--- config.mk ---
export PLATFORM = sky130hd
export DESIGN_NAME = key_debounce
export DESIGN_NICKNAME = d
export VERILOG_FILES = /design/src/rtl/key_debounce.sv
export SDC_FILE = /design/constraint.sdc
export NUM_CORES = 1
export LEC_CHECK = 0
export ABC_AREA = 1
export CORE_MARGIN = 4
export CORE_UTILIZATION = 30
export DETAILED_ROUTE_END_ITERATION = 12
export GPL_TIMING_DRIVEN = 0
export PLACE_DENSITY = 0.57
export SYNTH_ARGS = -nofsm -noshare
export SYNTH_HDL_FRONTEND = slang
export SYNTH_SLANG_ARGS = --single-unit
--- constraint.sdc ---
create_clock -name ext_clk_25m -period 1.95 [get_ports ext_clk_25m]
set_input_delay 0.585 -clock ext_clk_25m [delete_from_list [all_inputs] [get_ports ext_clk_25m]]
set_output_delay 0.585 -clock ext_clk_25m [all_outputs]
set_load 0.1 [all_outputs]
--- src/rtl/key_debounce.sv ---
// Multi-key push-button debouncer with press/release pulses on a shared sample tick.
// Define KEY_LONG_PRESS_EN to build the per-key long-press detector; otherwise key_long is tied to 0.
module key_debounce #(
  parameter int KEY_W      = 4,
  parameter int TICK_DIV   = 25_000,
  parameter int DEB_TICKS  = 20,
  parameter int LONG_TICKS = 1000
) (
  input  logic             ext_clk_25m,
  input  logic             ext_rst_n,
  input  logic [KEY_W-1:0] key_n,
  output logic [KEY_W-1:0] key_down,
  output logic [KEY_W-1:0] key_press,
  output logic [KEY_W-1:0] key_release,
  output logic [KEY_W-1:0] key_long
);

  localparam int TICK_W = (TICK_DIV > 1) ? $clog2(TICK_DIV) : 1;
  localparam int DEB_W  = $clog2(DEB_TICKS + 1);

  localparam logic [TICK_W-1:0] TICK_LAST = TICK_W'(TICK_DIV - 1);
  // A level is accepted on the tick that would bring the count to DEB_TICKS.
  localparam logic [DEB_W-1:0]  DEB_NEAR  = DEB_W'(DEB_TICKS - 1);

  if (TICK_DIV < 1 || DEB_TICKS < 2 || LONG_TICKS < 1) begin : g_param_check
    $error("key_debounce: TICK_DIV>=1, DEB_TICKS>=2, LONG_TICKS>=1 required");
  end

  typedef enum logic [1:0] {
    IDLE,
    PRESS_DB,
    PRESSED,
    RELEASE_DB
  } key_state_t;

  logic [KEY_W-1:0]  key_n_p0;
  logic [KEY_W-1:0]  key_n_p1;
  logic [TICK_W-1:0] tick_cnt;
  logic              tick;
  key_state_t        state   [KEY_W];
  logic [DEB_W-1:0]  deb_cnt [KEY_W];

`ifdef KEY_LONG_PRESS_EN
  localparam int LONG_W = $clog2(LONG_TICKS + 1);
  localparam logic [LONG_W-1:0] LONG_LAST = LONG_W'(LONG_TICKS);
  localparam logic [LONG_W-1:0] LONG_NEAR = LONG_W'(LONG_TICKS - 1);

  logic [LONG_W-1:0] long_cnt [KEY_W];
`else
  assign key_long = '0;
`endif

  // p0 -> p1: two-flop synchroniser; idle level (released) is 1
  always_ff @(posedge ext_clk_25m) begin
    if (!ext_rst_n) begin
      key_n_p0 <= '1;
      key_n_p1 <= '1;
    end else begin
      key_n_p0 <= key_n;
      key_n_p1 <= key_n_p0;
    end
  end

  assign tick = (tick_cnt == TICK_LAST);

  always_ff @(posedge ext_clk_25m) begin
    if (!ext_rst_n) begin
      tick_cnt <= '0;
    end else if (tick) begin
      tick_cnt <= '0;
    end else begin
      tick_cnt <= tick_cnt + TICK_W'(1);
    end
  end

  // p1 -> outputs: per-key debounce FSMs, advanced only on tick
  always_ff @(posedge ext_clk_25m) begin
    if (!ext_rst_n) begin
      for (int k = 0; k < KEY_W; k++) begin
        state[k]   <= IDLE;
        deb_cnt[k] <= '0;
`ifdef KEY_LONG_PRESS_EN
        long_cnt[k] <= '0;
`endif
      end
      key_down    <= '0;
      key_press   <= '0;
      key_release <= '0;
`ifdef KEY_LONG_PRESS_EN
      key_long    <= '0;
`endif
    end else begin
      key_press   <= '0;
      key_release <= '0;
`ifdef KEY_LONG_PRESS_EN
      key_long    <= '0;
`endif
      if (tick) begin
        for (int k = 0; k < KEY_W; k++) begin
          case (state[k])
            IDLE: begin
              if (!key_n_p1[k]) begin
                state[k]   <= PRESS_DB;
                deb_cnt[k] <= DEB_W'(1);
              end
            end
            PRESS_DB: begin
              if (key_n_p1[k]) begin
                state[k]   <= IDLE;
                deb_cnt[k] <= '0;
              end else if (deb_cnt[k] == DEB_NEAR) begin
                state[k]     <= PRESSED;
                deb_cnt[k]   <= '0;
                key_down[k]  <= 1'b1;
                key_press[k] <= 1'b1;
`ifdef KEY_LONG_PRESS_EN
                long_cnt[k]  <= '0;
`endif
              end else begin
                deb_cnt[k] <= deb_cnt[k] + DEB_W'(1);
              end
            end
            PRESSED: begin
              if (key_n_p1[k]) begin
                state[k]   <= RELEASE_DB;
                deb_cnt[k] <= DEB_W'(1);
              end
            end
            RELEASE_DB: begin
              if (!key_n_p1[k]) begin
                state[k]   <= PRESSED;
                deb_cnt[k] <= '0;
              end else if (deb_cnt[k] == DEB_NEAR) begin
                state[k]       <= IDLE;
                deb_cnt[k]     <= '0;
                key_down[k]    <= 1'b0;
                key_release[k] <= 1'b1;
              end else begin
                deb_cnt[k] <= deb_cnt[k] + DEB_W'(1);
              end
            end
            default: begin
              state[k]   <= IDLE;
              deb_cnt[k] <= '0;
            end
          endcase

`ifdef KEY_LONG_PRESS_EN
          // Hold time keeps accruing through a release bounce; it restarts only on a new press.
          if ((state[k] == PRESSED || state[k] == RELEASE_DB) && long_cnt[k] != LONG_LAST) begin
            long_cnt[k] <= long_cnt[k] + LONG_W'(1);
            if (long_cnt[k] == LONG_NEAR) begin
              key_long[k] <= 1'b1;
            end
          end
`endif
        end
      end
    end
  end

endmodule
# Yosys cells after proc, flatten, opt, wreduce, memory -nomap -nowiden
# Memories as Yosys holds them, arrays and structs flattened.
# Index checks and enable logic that the tools add are counted.
# W data, S select, Z words.
# totals
inputBits,6
ff_bits,35
output_inout_bits,16
mem_bits_rw,28
memories,2
# op_classes
muxes,237
n_addsub,5
n_eq_ne,33
bitwise_logic,57
reduce_logical,14
# mem_list
memory,words,word_bits,rd,rd_clocked_by_memory_dff,wr,line_no,rtl
deb_cnt,4,5,4,0,4,41,logic [DEB_W-1:0] deb_cnt [KEY_W];
state,4,2,4,0,4,40,key_state_t state [KEY_W];
# op_table
operator,n
$mux W1,177
$mux W5,32
$or A1 B1 Y1,56
$mux W2,24
$ne A2 B2 Y1 const B,16
$reduce_and A6 Y1,4
$add A5 B1 Y5 const B,4
$eq A5 B5 Y1 const B,4
$eq A2 B2 Y1 const B,8
$add A15 B1 Y15 const B,1
$eq A15 B15 Y1 const B,1
$eq A2 B1 Y1 const B,4
$logic_not A2 Y1,4
$pmux W1 S2,4
$reduce_bool A2 Y1,4
$reduce_and A2 Y1,1
$reduce_or A2 Y1,1
$not A1 Y1,1

# Longest topological paths before layout
# An unclocked memory read counts as a cell.
# logic_depth
depth_word,14
mapped_depth,11
depth_no_buf,10

# Worst setup path after synthesis
# Ideal clock, no wire load.
# synth_path
path_type,reg2reg
startpoint,register tick_cnt[0]
endpoint,memory deb_cnt[3][0] in the netlist's numbering (enable)
stages_incl_launch_ff,9
arrival_time_ns,1.565
required_time_ns,1.631
slack_ns,0.066
n_path_buf,1
path_cell_list,dfxtp_1 ha_1 nand2_1 nor2_1 nand2_1 nor3_4 buf_6 o31ai_1 nand3_1
# synth_lines
item,line_no,rtl
from (decl),38,logic [TICK_W-1:0] tick_cnt;
from (signal assigned),72,tick_cnt <= tick_cnt + TICK_W'(1);
to (decl),41,

# Worst setup path in the final report
# layout_path
startpoint,register key_down[3]
endpoint,output key_down[3]
# layout_lines
item,line_no,rtl
from (decl),12,"output logic [KEY_W-1:0] key_down,"
from (signal assigned),86,key_down <= '0;
"from (signal, indexed assignment)",114,key_down[k] <= 1'b1;
"from (signal, indexed assignment)",136,key_down[k] <= 1'b0;
# No word-level cell between the ends.

==> impl_metrics.toml <==
[route]
drt_pass1_iterations = 4
route.vias.total = 2636
drc = 0
viasPerCell = 4.44
ant_nets = 0
drt_iter0_drc = 94
wire_per_inst_um = 10.7
drt-total-wl_um = 6330

[sta]
hold_viol = 0
slew_headroom_pct = 63.2
final-setup-viol-count = 0
worstMarginPinSlew_ps = 555
drv_slew = 0
post-route-period-util_pct = 94.8
fin_skew_ps = 13.5
layout_min_cycle_time_ps = 1850
fmax_mhz = 541

[setup_path]
crit_chain = "clkdlybuf4s15_2"
r2r_slack_ps = 120
crit_path_max_fanout = 2
cp-startpoint = "key_down[3]$_SDFFE_PN0P_"
cp-end-kind = "output port"
rr_worst_depth = 9
crit_path_max_incr_delay_ps = 570
critPathBufInv = 1
crit_type = "register to output port"
r2r_start = "tick_cnt[0]$_SDFF_PP0_"
worstSetupStartpointType = "register"
r2r-end = "deb_cnt[1][0]$_SDFFCE_PN0P_"
crit_family = "buffers and inverters"
cp_data_required_time_ps = 1360
cp_slowest_cell = "clkdlybuf4s15_2"
cp.arrival_ps = 1260

[global_route]
grt_pass1_vias = 2445
busiest_layer = "met2"
overflow = 0
grt_util_met1_pct = 13.2
track_usage_pct = 10.4
met2_usage_pct = 16.9
grt_use_met3_pct = 3.04
grt_start_max_net_pins = 12
grt_antenna_before_repair = 0
grt_pass1_wl_um = 10800

[die]
row_count = 37
dieArea_um2 = 12500
start_util_pct = 30.9
die_w_um = 112
core_region_area_um2 = 10400
die_h_um = 112
boundaryPins = 22

[clock_network]
clk_latency_ps = 340
ctsRootBufferMaster = "clkbuf_8"
cts_tree = "yes"
cts.path.max_buffers = 2
cts_made_buffers = 9
clock_sinks = 63
clk_pin_slew_worst_paths_ps = 60
htree_levels = 3

[outcome]
status = "complete, no violations"

[synthesis]
yosysTopAreaCell = "edfxtp_1"
yosysWarnings = 0
synth_top_family_by_area = "simple AND/OR/NAND/NOR gates"
ys_seq_elements = 63
synthXorXnorAreaFrac_pct = 3.53
synth_fa_ha_area_share_pct = 1.94
yosysSeqAreaShare_pct = 47.8
synth_mux_area_share_pct = 0
synth.avg_cell_area_um2 = 7.77
synth_top_area_share_pct = 26.1
synth_compound_area_share_pct = 5.78
yosys.area_share.simple_pct = 32.1
yosysUniqueCellTypes = 33
netlist_instances = 415
ys_top_cells_by_area = "edfxtp_1 (26%), dfxtp_1 (22%), nand2_1 (9.8%)"
synth_area_um2 = 3220

[power_and_ir_drop]
leakagePower_nw = 1.68
p_per_area_nw_per_um2 = 676
power_frac_comb_pct = 7.5
seqPwrFrac_pct = 54.5
clkPwrFrac_pct = 38.0
switching_share_pct = 24.3
ir_worst_vdd_v = 0.000376
p_total_mw = 2.66
p_switching_mw = 0.649
p_int_mw = 2.02

[cells_and_area]
final_cell_count_no_fill = 594
ff_latch_area_um2 = 1540
final_common_cell = "nand2_1"
n_fill_cell = 1088
finalNetCount = 464
multi_input_area_um2 = 1510
area_growth_syn_to_layout_pct = 22.3
drive_above_1_share_pct = 18.3
antenna_cells = 0
final_cell_mix = "nand2_1 (82), nor2_1 (66), inv_1 (53)"

[placement]
hpwl_um = 4600
numPlacedInstances = 571
gp_congestion = 0.786
portBuffers = 17

[job]
drv_cap = 0

[worst_hold_path]
hold_start = "key_n_p0[1]$_SDFF_PN1_"
worstHoldEndpoint = "key_n_p1[1]$_SDFF_PN1_"
hold_depth = 1
min_path_type = "register to register"
[stage by stage]
stage / setup TNS [ps] / setup WS, ps / hold slack (ps) / utilization, % / area, µm²
after global routing: -74.9 / -14.8 / 431 / 37.8 / 3940
after detailed placement: -25320 / -717 / 401 / 34.3 / 3570
final: 0 / 102 / 412 / 37.8 / 3940
after CTS: 0 / 5.20 / 415 / 36.9 / 3850
after floorplan: 0 / 66.0 / 393 / - / 3230
after global placement: -24740 / -711 / 396 / 34.3 / 3570
[worst max-delay path by stage]
stage | end | slack (ps) | cells after the start
2_1_floorplan | deb_cnt[3][0]$_DFFE_PP_ | 70 | 8
3_3_place_gp | deb_cnt[3][2]$_DFFE_PP_ | -710 | 6
3_5_place_dp | deb_cnt[3][2]$_DFFE_PP_ | -720 | 6
4_1_cts | deb_cnt[3][4]$_DFFE_PP_ | 5 | 9
5_1_grt | deb_cnt[1][3]$_SDFFCE_PN0P_ | -10 | 9
6_report | key_down[3] | 100 | 1
[cell type report]
type,count,area share (%)
Tap cell,136,4.32
Buffer,9,1.81
Multi-Input combinational cell,287,38.3
Inverter,59,5.62
Sequential cell,63,39.2
Clock buffer,12,3.97
Timing Repair Buffer,24,6.32
Clock inverter,4,0.508
[timing repair]
item | CTS | global route
hold endpoints to repair | 0 | 0
resized for setup | 50 | 17
hold buffers | 0 | 0
setup endpoints to repair | 58 | 29
gates cloned | 0 | 0
pin swaps | 6 | 8
buffers inserted | 3 | 4
[Yosys cell counts]
library cell and n:
o21ai_0 9, conb_1 1, nor2b_1 1, o21ai_2 1
dfxtp_1 35, nor3_1 10, xor2_1 11, o21ai_1 4
buf_2 1, or2_2 11, o31ai_1 1, buf_6 1
inv_2 5, nand2_2 1, o211ai_1 3, nand4_1 6
inv_1 54, nand3_1 36, clkbuf_1 3, buf_4 4
xnor2_1 2, nor3_4 1, nor3b_1 5, nor2_4 2
a31oi_1 2, nor3b_2 1, nor2_1 71, a21oi_1 14
ha_1 5, nand2_1 84, nor4_1 1, edfxtp_1 28
nand3_2 1
[logic make-up (layout without fill, tap and decap cells)]
group / count (synthesis) / after routing
compound gates: 34 / 34
buf+inv: 68 / 108
flops: 63 / 63
xor+xnor: 13 / 13
simple gates: 231 / 231
other cells: 1 / 4
fa+ha+maj: 5 / 5
[flip-flops by register name, indices dropped and copies added, names as in the netlist]
| register | flops |
|---|---|
| deb_cnt | 20 |
| tick_cnt | 15 |
| state | 8 |
| key_down | 4 |
| key_n_p0 | 4 |
| key_n_p1 | 4 |
| key_press | 4 |
| key_release | 4 |
[layer usage]
metal  share of wire (%)  up-vias
li1                    -     1406
met1                  50     1170
met2                  45       52
met3                 3.8        8
met4                 1.3        0
met5                   0        -
[power by group through the flow]
stage          clock, mW  sequential (mW)  combinational, mW
5_1_grt             1.11             1.46              0.227
6_report            1.01             1.45              0.201
3_5_place_dp           0             1.48              0.188
3_3_place_gp           0             1.48              0.185
4_1_cts             1.05             1.45              0.195
2_1_floorplan          0             1.47              0.152
Note: power is estimated with default switching activity, not from simulation.
